$ cat config.mk
export PLATFORM = sky130hd
export DESIGN_NAME = pc_source_sequencer_flat
export DESIGN_NICKNAME = d
export VERILOG_FILES = /design/src/rtl/pc_source_sequencer_if.sv /design/src/rtl/pc_source_sequencer.sv /design/src/flat_wrapper.sv
export SDC_FILE = /design/constraint.sdc
export NUM_CORES = 1
export LEC_CHECK = 0
export CORE_UTILIZATION = 36
export DETAILED_ROUTE_END_ITERATION = 10
export DONT_BUFFER_PORTS = 1
export SETUP_SLACK_MARGIN = 0.02
export SLEW_MARGIN = 30
export SYNTH_ARGS = -nofsm -noshare
export SYNTH_HDL_FRONTEND = slang
export SYNTH_SLANG_ARGS = --single-unit
$ cat constraint.sdc
create_clock -name clk -period 1.5 [get_ports clk]
set_input_delay 0.3 -clock clk [delete_from_list [all_inputs] [get_ports clk]]
set_output_delay 0.3 -clock clk [all_outputs]
set_load 0.005 [all_outputs]
$ cat src/rtl/pc_source_sequencer_if.sv
// PC update request handshake between the main control unit (master)
// and the PC source sequencer (slave).
interface pc_source_sequencer_if;
  logic       req_valid;
  logic [1:0] req_sel;
  logic       req_ready;

  modport master (output req_valid, output req_sel, input  req_ready);
  modport slave  (input  req_valid, input  req_sel, output req_ready);
endinterface

$ cat src/rtl/pc_source_sequencer.sv
// Sequences every PC update: one-cycle requests and the multi-cycle exception routine.
// Build option PCSEQ_DIVZERO_EXC_EN enables the divide-by-zero exception (cause 11).
module pc_source_sequencer #(
  parameter int MEM_LATENCY = 1,
  parameter int VEC_BASE    = 253
) (
  input  logic                        clk,
  input  logic                        reset,
  input  logic                        exc_opcode,
  input  logic                        exc_overflow,
  input  logic                        exc_divzero,
  pc_source_sequencer_if.slave        req,
  input  logic [7:0]                  mem_byte,
  output logic [1:0]                  PCSourceCtrl,
  output logic                        PC_Write,
  output logic                        EPC_Write,
  output logic                        Exc_Mem_Read,
  output logic [31:0]                 Exc_Addr,
  output logic [1:0]                  Exc_Cause,
  output logic [31:0]                 Exception_Destiny,
  output logic                        busy
);

  localparam logic [2:0]  LAT_W  = 3'(MEM_LATENCY);
  localparam logic [31:0] BASE_W = 32'(VEC_BASE);

  typedef enum logic [2:0] {
    IDLE     = 3'd0,
    XFER     = 3'd1,
    EXC_EPC  = 3'd2,
    EXC_RD   = 3'd3,
    EXC_WAIT = 3'd4,
    EXC_LOAD = 3'd5
  } state_t;

  state_t     state_r;
  state_t     next_state_s;
  logic [2:0] wait_cnt_r;
  logic       divzero_s;
  logic [1:0] cause_s;
  logic       exc_any_s;
  logic       accept_s;

`ifdef PCSEQ_DIVZERO_EXC_EN
  assign divzero_s = exc_divzero;
`else
  logic unused_divzero_s;
  assign unused_divzero_s = exc_divzero;
  assign divzero_s        = 1'b0;
`endif

  // Fixed-priority cause encoding: opcode > overflow > divzero.
  always_comb begin
    cause_s = 2'b00;
    if (exc_opcode) begin
      cause_s = 2'b01;
    end else if (exc_overflow) begin
      cause_s = 2'b10;
    end else if (divzero_s) begin
      cause_s = 2'b11;
    end else begin
      cause_s = 2'b00;
    end
  end

  assign exc_any_s     = (cause_s != 2'b00);
  assign req.req_ready = accept_s;

  // Next-state decode and request acceptance; exceptions only seen in IDLE.
  always_comb begin
    next_state_s = state_r;
    accept_s     = 1'b0;
    case (state_r)
      IDLE: begin
        if (exc_any_s) begin
          next_state_s = EXC_EPC;
        end else if (req.req_valid) begin
          accept_s     = 1'b1;
          next_state_s = (req.req_sel != 2'b00) ? XFER : IDLE;
        end else begin
          next_state_s = IDLE;
        end
      end
      XFER:     next_state_s = IDLE;
      EXC_EPC:  next_state_s = EXC_RD;
      EXC_RD:   next_state_s = EXC_WAIT;
      EXC_WAIT: begin
        if (wait_cnt_r <= 3'd1) begin
          next_state_s = EXC_LOAD;
        end else begin
          next_state_s = EXC_WAIT;
        end
      end
      EXC_LOAD: next_state_s = IDLE;
      default:  next_state_s = IDLE;
    endcase
  end

  // State register and memory-latency countdown.
  always_ff @(posedge clk or negedge reset) begin
    if (!reset) begin
      state_r    <= IDLE;
      wait_cnt_r <= 3'd0;
    end else begin
      state_r <= next_state_s;
      if (state_r == EXC_RD) begin
        wait_cnt_r <= LAT_W;
      end else if ((state_r == EXC_WAIT) && (wait_cnt_r != 3'd0)) begin
        wait_cnt_r <= wait_cnt_r - 3'd1;
      end
    end
  end

  // Single-cycle strobes, registered from the state being entered.
  always_ff @(posedge clk or negedge reset) begin
    if (!reset) begin
      PC_Write     <= 1'b0;
      EPC_Write    <= 1'b0;
      Exc_Mem_Read <= 1'b0;
      busy         <= 1'b0;
    end else begin
      PC_Write     <= (next_state_s == XFER) || (next_state_s == EXC_LOAD);
      EPC_Write    <= (next_state_s == EXC_EPC);
      Exc_Mem_Read <= (next_state_s == EXC_RD);
      busy         <= (next_state_s != IDLE);
    end
  end

  // Held datapath values: mux select, cause, vector address and vector byte.
  always_ff @(posedge clk or negedge reset) begin
    if (!reset) begin
      PCSourceCtrl      <= 2'b00;
      Exc_Cause         <= 2'b00;
      Exc_Addr          <= 32'd0;
      Exception_Destiny <= 32'd0;
    end else begin
      if (next_state_s == XFER) begin
        PCSourceCtrl <= req.req_sel;
      end else if (next_state_s == EXC_LOAD) begin
        PCSourceCtrl <= 2'b00;
      end
      if ((state_r == IDLE) && exc_any_s) begin
        Exc_Cause <= cause_s;
        Exc_Addr  <= BASE_W + {30'd0, cause_s} - 32'd1;
      end
      if ((state_r == EXC_WAIT) && (next_state_s == EXC_LOAD)) begin
        Exception_Destiny <= {24'd0, mem_byte};
      end
    end
  end

endmodule

$ cat src/flat_wrapper.sv
// flat-port wrapper written by rule: the top's interface ports become plain ports
module pc_source_sequencer_flat 
#(
  parameter int MEM_LATENCY = 1,
  parameter int VEC_BASE    = 253
)
  (clk, reset, exc_opcode, exc_overflow, exc_divzero, mem_byte, PCSourceCtrl, PC_Write, EPC_Write, Exc_Mem_Read, Exc_Addr, Exc_Cause, Exception_Destiny, busy, req_req_valid, req_req_sel, req_req_ready);
  pc_source_sequencer_if req_i ();
  input  logic clk;
  input  logic reset;
  input  logic exc_opcode;
  input  logic exc_overflow;
  input  logic exc_divzero;
  input  logic [7:0] mem_byte;
  output logic [1:0] PCSourceCtrl;
  output logic PC_Write;
  output logic EPC_Write;
  output logic Exc_Mem_Read;
  output logic [31:0] Exc_Addr;
  output logic [1:0] Exc_Cause;
  output logic [31:0] Exception_Destiny;
  output logic busy;
  input wire logic [$bits(req_i.req_valid)-1:0] req_req_valid;
  input wire logic [$bits(req_i.req_sel)-1:0] req_req_sel;
  output wire logic [$bits(req_i.req_ready)-1:0] req_req_ready;
  assign req_i.req_valid = req_req_valid;
  assign req_i.req_sel = req_req_sel;
  assign req_req_ready = req_i.req_ready;
  pc_source_sequencer #(.MEM_LATENCY(MEM_LATENCY), .VEC_BASE(VEC_BASE)) u_core (.clk(clk), .reset(reset), .exc_opcode(exc_opcode), .exc_overflow(exc_overflow), .exc_divzero(exc_divzero), .req(req_i), .mem_byte(mem_byte), .PCSourceCtrl(PCSourceCtrl), .PC_Write(PC_Write), .EPC_Write(EPC_Write), .Exc_Mem_Read(Exc_Mem_Read), .Exc_Addr(Exc_Addr), .Exc_Cause(Exc_Cause), .Exception_Destiny(Exception_Destiny), .busy(busy));
endmodule
==> results.md <==
* Result of the run: finished with violations
* Failing checks: setup timing
* CTS tree: yes
* Number of warning messages in the yosys log at 0
* Layout Area Growth over Synthesis at 1.679%
* Residual DRC count at 0
* Root buffer cell: clkbuf_8
* Post-synthesis xor/xnor area fraction at 0
* Pre-CTS worst setup slack at -0.1176 ns
* Max Transition Viols Final at 0
* Cell count after synthesis at 138
* Count of pins on the block boundary at 89
* Part of the total power dissipated in sequential elements at 0.446
* Detailed-routing iteration count for the pre-antenna-repair pass at 4
* Top cells by area in the synthesized netlist: dfrtp_1, buf_4, mux2_4
* Pin count of the biggest net entering global routing at 27
* Syn Std Cell Area at 1490 µm²
* Via Count at 828
* Delay of the slowest cell on the worst path at 0.39 ns
* Number of levels the H-tree was split into at 1
* Share of the cycle needed by the critical path after routing at 1.001
* Area of the die at 4401 µm²
* Simple-gate share of the synthesized area at 0.1008
* Final count of negative-setup-slack endpoints at 1
* Sequential element share of the synthesized area at 0.4366
* Power Dens Cells at 1789 nW/µm²
* Maximum number of buffers from clock root to sink at 2
* Antenna-violating nets left at 0
* Global-route wire length before repair at 3277 µm
* Number of rows in the core area at 23
* Number of clock sinks at 26
* Data arrival time of the critical path at 1.20 ns
* Final weighted congestion in routability-driven placement at 0.7714
* Multiplexer share of the synthesized area at 0.08732
* Setup slack after layout at -0.001193 ns
* Most frequent cell after synthesis: buf_4
* Vias per cell at 4.313
* Total Routed Length at 2236 µm
* Share of Yosys cell area claimed by the top area cell type at 0.4366
* PortBufs at 0
* Number of synthesized flops with an enable pin at 0
* Clock transition time at the flip-flop clock pins of the worst setup and hold paths at 0.08 ns
* Syn Area/Cell at 10.80 µm²
* Main flop type after synthesis: dfrtp_1
* Starting density of the core at 0.3725
* Max cap viols at 0
* Vias in the first global route at 782
* Sum Neg Setup Slack at -0.001193 ns
* Main combinational cell family by area after synthesis: buffers and inverters
* Post-Route Skew at 0.002484 ns
* Crit end category: output pin
* Proportion of layout cells with a drive suffix above 1 at 0.2113
* Top cells by instance count after synthesis: buf_4, dfrtp_1, mux2_4
* Worst hold path class: input port to flop
* Unrepaired setup endpoints after global routing: true
* Net switching fraction of the power at 0.3504
* Worst path cell trace: nor4b_2, buf_4, and2_4
* Highest ir drop seen on vdd at 0.0004696 V
* CP required at 1.20 ns
* Critical path fanouts, max at 3
* Horizontal die dimension at 66.34 µm
* Cell accounting for the most synthesized area: dfrtp_1
* Total routing resource utilization after global routing at 0.09751
* Switching power at 0.9495 mW
* Compound-gate portion of the synthesized area at 0.06969
* Slowest cell on crit path: dfrtp_1
* Count of distinct cell types in the synthesized netlist at 29
* Startpoint-to-endpoint class of the critical path: flop to output pin
* Fraction of power consumed by combinational cells at 0.419
* Total global routing overflow at 0
* Number of antenna violations at the first check in global routing at 0
* Post-Synth Adder-Cell Area at 0.01679
* Synthesized flop and latch total at 26
* Skew-Pair Late Insertion Delay at 0.26 ns
* Final hold violation count at 0
* Internal at 1.761 mW
* CP startpoint kind: flop
* Share of synthesized registers carrying an async set or reset at 1.000
* Mean routed wirelength per cell at 11.65 µm
* Die extent in y at 66.34 µm
* Core region area at 4000 µm²
* Detailed placement HPWL at 1668 µm
* Final critical path time including I/O delays and setup at 1.501 ns
* Clock network fraction of total power at 0.136
* Number of antenna repair diodes at 0
* Peak clock frequency supported by timing at 666.1 MHz
* Standby leakage power at 0.7226 nW
* Final nets at 162
* 1st-iter DRT viols at 33
* Clock buffer count from CTS at 3
[routing by layer]
layer  up-vias  part of all wire  track usage
met1       399              0.33      0.08464
met4         0             0.017      0.05851
met2        54              0.57       0.1990
met3         4             0.092      0.01897
met5         -                 0            0
li1        371                 -            -
[cells in the final DEF (no fill, tap or decap), types with 3 or more instances in the layout]
| cell | count |
|---|---|
| inv_1 | 4 |
| dfrtp_1 | 26 |
| mux2_4 | 8 |
| conb_1 | 45 |
| a21oi_1 | 5 |
| nor2_1 | 4 |
| nand2_1 | 5 |
| buf_4 | 9 |
| nand2b_1 | 3 |
| nand3_1 | 3 |
| clkbuf_8 | 3 |
[cell families after synthesis]
kind of cell	after synthesis
DFF	26
and+or+nand+nor	26
buffers and inverters	59
muxes	9
adders and majority gates	2
other	1
AOI/OAI and AO/OA	15
[power groups by stage]
stage	Sequential, mW	Clock, mW	Combinational [mW]
3_5_place_dp	1.23	0	0.957
2_1_floorplan	1.17	0	0.840
4_1_cts	1.21	0.387	1.04
6_report	1.21	0.368	1.13
5_1_grt	1.24	0.420	1.26
3_3_place_gp	1.21	0	0.910
[registers in the layout, summed over array words and instances, names as in the netlist]
register and flops:
u_core.Exception_Destiny 8, u_core.Exc_Addr 4, u_core.state_r 3, u_core.wait_cnt_r 3
u_core.Exc_Cause 2, u_core.PCSourceCtrl 2, u_core.EPC_Write 1, u_core.Exc_Mem_Read 1
u_core.PC_Write 1, u_core.busy 1
[through the flow]
| step | std cells | util | power, mW | area [µm²] | hold slack, ns |
|---|---|---|---|---|---|
| global route | 192 | 0.3788 | 2.929 | 1515 | 0.1061 |
| finish | 192 | 0.3788 | 2.710 | 1515 | 0.1156 |
| floorplan | 182 | - | 2.010 | 1655 | 0.004409 |
| CTS | 191 | 0.3716 | 2.637 | 1486 | 0.1086 |
| detailed placement | 185 | 0.3447 | 2.183 | 1379 | 0.004913 |
| global placement | 185 | 0.3447 | 2.120 | 1379 | 0.004881 |
[worst max-delay path: cells and delay by family (launching register included)]
family                 cells  cell delay, ns
buffers and inverters      1            0.16
DFF                        1            0.39
and+or+nand+nor            2            0.39
[worst paths after layout]
| kind | startpoint | to | slack, ns | depth (start not counted) |
|---|---|---|---|---|
| setup / recovery | u_core.state_r[2]$_DFF_PN0_ | req_req_ready | -0.001 | 3 |
| hold / removal | exc_opcode | u_core.Exc_Cause[1]$_DFFE_PN0P_ | 0.12 | 1 |
| setup reg to reg | u_core.wait_cnt_r[1]$_DFFE_PN0P_ | u_core.Exception_Destiny[2]$_DFFE_PN0P_ | 0.14 | 4 |
| hold reg to reg | u_core.Exc_Addr[5]$_DFFE_PN0P_ | u_core.Exc_Addr[5]$_DFFE_PN0P_ | 0.52 | 1 |
| max in group asynchronous | reset | u_core.Exception_Destiny[1]$_DFFE_PN0P_ | 0.88 | 2 |
| min in group asynchronous | reset | u_core.state_r[1]$_DFF_PN0_ | 0.47 | 2 |
[layout make-up]
type | instances | area (µm²)
multi-input cells | 97 | 628.1
well taps | 50 | 62.56
clock buffers | 3 | 41.29
flip-flops and latches | 26 | 650.6
inverters | 4 | 15.01
repair buffers | 12 | 117.6
fillers | 392 | 2485
[timing repair]
item | CTS | global route
hold buffers | 2 | 0
endpoints found under the setup margin | 4 | 4
pin swaps | 0 | 2
resized for setup | 5 | 4
endpoints found under the hold margin | 26 | 0
buffers inserted | 1 | 1
(Power assumes the default switching activity.)
